## src/rtl/wb_cla_responder.sv

```systemverilog
// Wishbone classic slave that runs a chunked carry-propagate add on bus-loaded operands.
// Optional macro CLA_RESP_IRQ_EN adds the done IRQ pulse and the CTRL bit2 IRQ mask.
module wb_cla_responder #(
  parameter int          WIDTH    = 4,
  parameter int          CHUNK    = 1,
  parameter logic [31:0] BASE_ADR = 32'h3000_0000
) (
  input  logic             wb_clk_i,
  input  logic             wb_rst_i,
  input  logic             wbs_stb_i,
  input  logic             wbs_cyc_i,
  input  logic             wbs_we_i,
  input  logic [3:0]       wbs_sel_i,
  input  logic [31:0]      wbs_dat_i,
  input  logic [31:0]      wbs_adr_i,
  output logic             wbs_ack_o,
  output logic [31:0]      wbs_dat_o,
  output logic [WIDTH:0]   io_out,
  output logic [WIDTH:0]   io_oeb,
  output logic             user_irq
);

  localparam int NSL   = WIDTH / CHUNK;
  localparam int CNT_W = $clog2(NSL + 1);
  localparam logic [WIDTH-1:0] SMASK = WIDTH'((64'd1 << CHUNK) - 64'd1);

  typedef enum logic [1:0] {S_IDLE, S_BUSY, S_DONE} state_t;

  state_t state_q, state_d;

  logic             ack_q, ack_d;
  logic [31:0]      dat_q, dat_d;
  logic [WIDTH-1:0] opa_q, opa_d, opb_q, opb_d;
  logic             cin_q, cin_d;
  logic [WIDTH-1:0] wa_q, wa_d, wb_q, wb_d;
  logic             carry_q, carry_d;
  logic [WIDTH-1:0] sum_q, sum_d;
  logic             cout_q, cout_d;
  logic [CNT_W-1:0] cnt_q, cnt_d;
  logic             done_q, done_d;
  logic [WIDTH:0]   io_out_q, io_out_d;
`ifdef CLA_RESP_IRQ_EN
  logic             irq_mask_q, irq_mask_d;
  logic             irq_q, irq_d;
`endif

  logic             hit, req, wr, rd, go, go_acc, last;
  logic [1:0]       reg_sel;
  logic [31:0]      bmask, rdata;
  logic [5:0]       base;
  logic [WIDTH-1:0] wa_sh, wb_sh, sum_new;
  logic [CHUNK:0]   slice_sum;
  logic             unused_adr;

  function automatic logic [31:0] merge(input logic [31:0] old, input logic [31:0] nw,
                                        input logic [31:0] msk);
    return (old & ~msk) | (nw & msk);
  endfunction

  // Ack low is part of the request so every access takes at least two cycles.
  assign hit     = (wbs_adr_i[31:4] == BASE_ADR[31:4]);
  assign req     = wbs_stb_i & wbs_cyc_i & hit & ~ack_q;
  assign wr      = req & wbs_we_i;
  assign rd      = req & ~wbs_we_i;
  assign reg_sel = wbs_adr_i[3:2];
  assign bmask   = {{8{wbs_sel_i[3]}}, {8{wbs_sel_i[2]}}, {8{wbs_sel_i[1]}}, {8{wbs_sel_i[0]}}};
  assign go      = wr & (reg_sel == 2'd0) & wbs_sel_i[0] & wbs_dat_i[0];
  assign go_acc  = go & (state_q != S_BUSY);
  assign last    = (state_q == S_BUSY) & (cnt_q == CNT_W'(NSL - 1));
  assign unused_adr = ^wbs_adr_i[1:0];

  // Current slice of the working operands plus the running carry.
  assign base      = 6'(cnt_q) * 6'(CHUNK);
  assign wa_sh     = wa_q >> base;
  assign wb_sh     = wb_q >> base;
  assign slice_sum = {1'b0, wa_sh[CHUNK-1:0]} + {1'b0, wb_sh[CHUNK-1:0]} + {{CHUNK{1'b0}}, carry_q};
  assign sum_new   = (sum_q & ~(SMASK << base)) | (WIDTH'(slice_sum[CHUNK-1:0]) << base);

  always_ff @(posedge wb_clk_i) begin
    if (wb_rst_i) state_q <= S_IDLE;
    else          state_q <= state_d;
  end

  always_comb begin
    state_d = state_q;
    case (state_q)
      S_IDLE, S_DONE: if (go_acc) state_d = S_BUSY;
      S_BUSY:         if (last)   state_d = S_DONE;
      default:        state_d = S_IDLE;
    endcase
  end

  always_comb begin
    rdata = '0;
    case (reg_sel)
      2'd0: begin
        rdata[0] = cin_q;
`ifdef CLA_RESP_IRQ_EN
        rdata[2] = irq_mask_q;
`endif
      end
      2'd1: rdata = 32'(opa_q);
      2'd2: rdata = 32'(opb_q);
      default: begin
        rdata[WIDTH-1:0] = sum_q;
        rdata[WIDTH]     = cout_q;
        rdata[30]        = (state_q == S_BUSY);
        rdata[31]        = done_q;
      end
    endcase
  end

  always_comb begin
    ack_d    = req;
    dat_d    = rd ? rdata : '0;
    opa_d    = opa_q;
    opb_d    = opb_q;
    cin_d    = cin_q;
    wa_d     = wa_q;
    wb_d     = wb_q;
    carry_d  = carry_q;
    sum_d    = sum_q;
    cout_d   = cout_q;
    cnt_d    = cnt_q;
    done_d   = done_q;
    io_out_d = io_out_q;
`ifdef CLA_RESP_IRQ_EN
    irq_mask_d = irq_mask_q;
    irq_d      = 1'b0;
`endif
    if (wr) begin
      case (reg_sel)
        2'd0: if (wbs_sel_i[0]) begin
          cin_d = wbs_dat_i[1];
`ifdef CLA_RESP_IRQ_EN
          irq_mask_d = wbs_dat_i[2];
`endif
        end
        2'd1:    opa_d = WIDTH'(merge(32'(opa_q), wbs_dat_i, bmask));
        2'd2:    opb_d = WIDTH'(merge(32'(opb_q), wbs_dat_i, bmask));
        default: ;
      endcase
    end
    // The add uses a private copy, so bus writes during BUSY cannot disturb it.
    if (go_acc) begin
      wa_d    = opa_q;
      wb_d    = opb_q;
      carry_d = cin_d;
      cnt_d   = '0;
      done_d  = 1'b0;
    end
    if (state_q == S_BUSY) begin
      carry_d = slice_sum[CHUNK];
      sum_d   = sum_new;
      cnt_d   = cnt_q + CNT_W'(1);
      if (last) begin
        cout_d   = slice_sum[CHUNK];
        done_d   = 1'b1;
        io_out_d = {slice_sum[CHUNK], sum_new};
`ifdef CLA_RESP_IRQ_EN
        irq_d    = ~irq_mask_q;
`endif
      end
    end
  end

  always_ff @(posedge wb_clk_i) begin
    if (wb_rst_i) begin
      ack_q    <= 1'b0;
      dat_q    <= '0;
      opa_q    <= '0;
      opb_q    <= '0;
      cin_q    <= 1'b0;
      wa_q     <= '0;
      wb_q     <= '0;
      carry_q  <= 1'b0;
      sum_q    <= '0;
      cout_q   <= 1'b0;
      cnt_q    <= '0;
      done_q   <= 1'b0;
      io_out_q <= '0;
    end else begin
      ack_q    <= ack_d;
      dat_q    <= dat_d;
      opa_q    <= opa_d;
      opb_q    <= opb_d;
      cin_q    <= cin_d;
      wa_q     <= wa_d;
      wb_q     <= wb_d;
      carry_q  <= carry_d;
      sum_q    <= sum_d;
      cout_q   <= cout_d;
      cnt_q    <= cnt_d;
      done_q   <= done_d;
      io_out_q <= io_out_d;
    end
  end

`ifdef CLA_RESP_IRQ_EN
  always_ff @(posedge wb_clk_i) begin
    if (wb_rst_i) begin
      irq_mask_q <= 1'b0;
      irq_q      <= 1'b0;
    end else begin
      irq_mask_q <= irq_mask_d;
      irq_q      <= irq_d;
    end
  end
  assign user_irq = irq_q;
`else
  assign user_irq = 1'b0;
`endif

  assign wbs_ack_o = ack_q;
  assign wbs_dat_o = dat_q;
  assign io_out    = io_out_q;
  assign io_oeb    = '0;

endmodule

```

## config.mk

```make
export PLATFORM = sky130hd
export DESIGN_NAME = wb_cla_responder
export DESIGN_NICKNAME = d
export VERILOG_FILES = /design/src/rtl/wb_cla_responder.sv
export SDC_FILE = /design/constraint.sdc
export NUM_CORES = 1
export LEC_CHECK = 0
export CELL_PAD_IN_SITES_DETAIL_PLACEMENT = 1
export CELL_PAD_IN_SITES_GLOBAL_PLACEMENT = 1
export CORE_ASPECT_RATIO = 2
export CORE_MARGIN = 8
export CORE_UTILIZATION = 25
export CTS_CLUSTER_SIZE = 25
export DETAILED_ROUTE_END_ITERATION = 10
export DONT_BUFFER_PORTS = 1
export PLACE_DENSITY_LB_ADDON = 0.12
export SYNTH_ARGS = -nofsm -noshare
export SYNTH_HDL_FRONTEND = slang
export SYNTH_SLANG_ARGS = --single-unit
```

## constraint.sdc

```tcl
create_clock -name wb_clk_i -period 2 [get_ports wb_clk_i]
set_input_delay 0.3 -clock wb_clk_i [delete_from_list [all_inputs] [get_ports wb_clk_i]]
set_output_delay 0.3 -clock wb_clk_i [all_outputs]
set_load 0.005 [all_outputs]
```

==> metrics.cfg <==
[run_status]
run_status = finished with violations
violations = setup timing

[sta]
tns_ps = -8.818
layout_setup_ws_ps = -8.818
finalCritPeriodShare_pct = 100.4
finalSetupViolations = 1
hold_viol_final = 0
final-max-slew-violation-count = 0
rsz0062_at_grt = yes
fin_crit_ps = 2009
fin_worst_skew_ps = 6.431
clock.fmax_mhz = 497.8

[critical_path]
critPathRequiredTime_ps = 2210
r2r_end = io_out[1]
rrSetupSlack_ps = -9
worstSetupPathType = register to register
crit_fanout = 2
end_kind = register
crit_family = multiplexers
r2r_start = cnt_q[1]
slowest_stage = mux4_2
cpPeakStageDelay_ps = 510
startpoint_type = register
crit_arrival_ps = 2220
worstPathCellList = mux4_2 > nand2_2 > fa_2 > nor3_4 > a21oi_2 > a211oi_1
r2r_cells = 6
critPathBufInv = 0

[floorplanning]
die_h_um = 146.1
die_area_um2 = 11840
die_w_um = 81.05
core_area_um2 = 8233
fp-row-count = 47
start_util_pct = 25.70
ios = 117

[logic_synthesis]
avgSynthCellArea_um2 = 9.362
synthArstFlopShare_pct = 0
yosys-top-cells-area = dfxtp_1 39%, buf_4 11%, mux2i_1 8.0%
ys_seq_area_share_pct = 38.79
synth_edf_count = 0
synthFlopType = dfxtp_1
yosysTopAreaCell = dfxtp_1
synth.ff_latch_count = 41
syn-cell-area_um2 = 2116
netlist.area_leader.share_pct = 38.79
syn_inst = 226
ys_types = 38
yosys_warnings = 0

[cts]
cts.sink_count = 41
clock_tree.buffer_depth = 2
root_buffer = clkbuf_16
clkLatencyLatePin_ps = 290
clk_pin_slew_ps = 60
cts_tree = done
cts_buffers = 5
htreeDepth = 2
hold_buffers = 0

[layout]
instances_no_fill = 331
seqCellArea_um2 = 823.3
syn_to_final_growth_pct = 16.68
insertedDiodeCount = 0
fillers = 972
layout_common_cells = 39 x dfxtp_1, 31 x nor2_1, 31 x conb_1
final_common_cell = dfxtp_1
nets = 311
layout-drive-gt1-share_pct = 23.61
multi_input_area_um2 = 1212

[placed_design]
dpl.hpwl_um = 4919
placed_cells = 322
gp_congestion = 0.7225
numPortBuffers = 0

[route]
wl_per_cell_um = 18.61
num_vias = 1551
viasPerCell = 4.686
dr.pass1.iters = 4
drt_iter0_drc = 41
drcViolationCount = 0
final_antenna_net_count = 0
wirelength_um = 6159

[power]
total_power_mw = 1.908
vdd_ir_drop_max_uv = 287.7
p_leak_nw = 0.8483
p_sw_uw = 366.5
p_seq_share_pct = 42.8
clockPowerShare_pct = 55.4
pwr_density_cell_nw_per_um2 = 773.0
share_comb_of_total_power_pct = 1.8
p_int_mw = 1.542
switching_share_pct = 19.21

[hold_path]
hold_path.class = input pin to register
hold_start = wb_rst_i
hold_end = wbs_ack_o
hold_depth = 1

[grt]
grt_max_degree = 40
grt_pass1_vias = 1785
track_usage_pct = 10.70
grt_pass1_wl_um = 9487
grt-ovfl-total = 0
antenna_found_initial = 0

[run]
drv_cap = 0

through the flow:
step	utilization, %	hold WS, ps	worst slack (ps)	instance area, um^2
floorplan	-	376.7	-14.01	2293
global placement	26.75	377.4	-33.61	2202
detailed placement	26.75	379.5	-90.65	2202
CTS	29.60	63.79	-89.71	2437
global route	29.98	65.80	-111.0	2469
finish	29.98	82.10	-8.818	2469
worst reg2reg max path, stage by stage (launching register included):
cell,delay [ps]
dfxtp_2,340
mux4_2,510
nand2_2,100
fa_2,480
nor3_4,200
a21oi_2,100
a211oi_1,190
per-layer routing:
layer / part of all wire (%) / track usage, % / up-vias
li1: - / - / 734
met1: 34 / 9.290 / 756
met2: 60 / 21.15 / 54
met3: 4.3 / 2.522 / 7
met4: 2.0 / 4.865 / 0
met5: 0 / 0 / -
synth_stat cells, types with 2 or more instances:
cell       n
inv_1      4
nand3_1    4
a31oi_1    2
a211oi_1   7
ha_1       5
nand4_1    2
buf_4     32
nor4_2     6
a21boi_0   3
a22oi_1    3
nor3_1     3
nor2_1    32
mux4_2     3
mux2i_1   17
mux2_2     3
clkbuf_1  11
buf_2      2
nor4_1     6
dfxtp_1   41
nor2b_1    2
or3_1      2
and2_1     4
nand2_1    9
a21oi_1    8
nand2b_1   2
how the worst max path moves through the flow:
stage	slack, ps	start	cells after the start	endpoint
after floorplan	-10	cnt_q[1]	7	io_out[0]
after global placement	-30	cnt_q[1]	6	io_out[2]
after detailed placement	-90	cnt_q[1]	6	sum_q[0]
after CTS	-90	cnt_q[0]	6	io_out[0]
after global routing	-110	cnt_q[1]	6	sum_q[0]
final	-9	cnt_q[1]	6	io_out[1]
area by class of cell:
| type | count | share of cell area (%) |
|---|---|---|
| timing repair buffer | 14 | 4.257 |
| tap | 98 | 4.967 |
| clock buffer | 5 | 5.068 |
| inverter | 4 | 0.6082 |
| sequential | 41 | 33.35 |
| multi-input combinational | 166 | 49.11 |
| clock inverter | 3 | 2.636 |
what timing repair did:
item	CTS	global route
setup buffers	0	1
gates cloned	0	0
gates resized for setup	10	4
pin swaps	9	5
hold endpoints to repair	0	0
setup endpoints to repair	7	8
power by group through the flow:
stage	combinational, mW	clock [mW]	sequential [mW]
after floorplan	0.0874	0	0.835
after global placement	0.0317	0	0.835
after detailed placement	0.0319	0	0.835
after CTS	0.0319	1.09	0.816
after global routing	0.0395	1.13	0.815
final	0.0345	1.06	0.816
kinds of logic (layout without fill, tap and decap cells):
group           after synthesis  count (layout)  share of synthesized area, %
other cells                   1              31                        0.1772
mux                          23              23                         12.83
buf+inv                      49              26                         14.49
simple gates                 82              82                         22.29
fa+ha+maj                     6               6                         3.903
compound gates               24              24                         7.510
flops                        41              41                         38.79
Note: power is estimated with default switching activity, not from simulation.
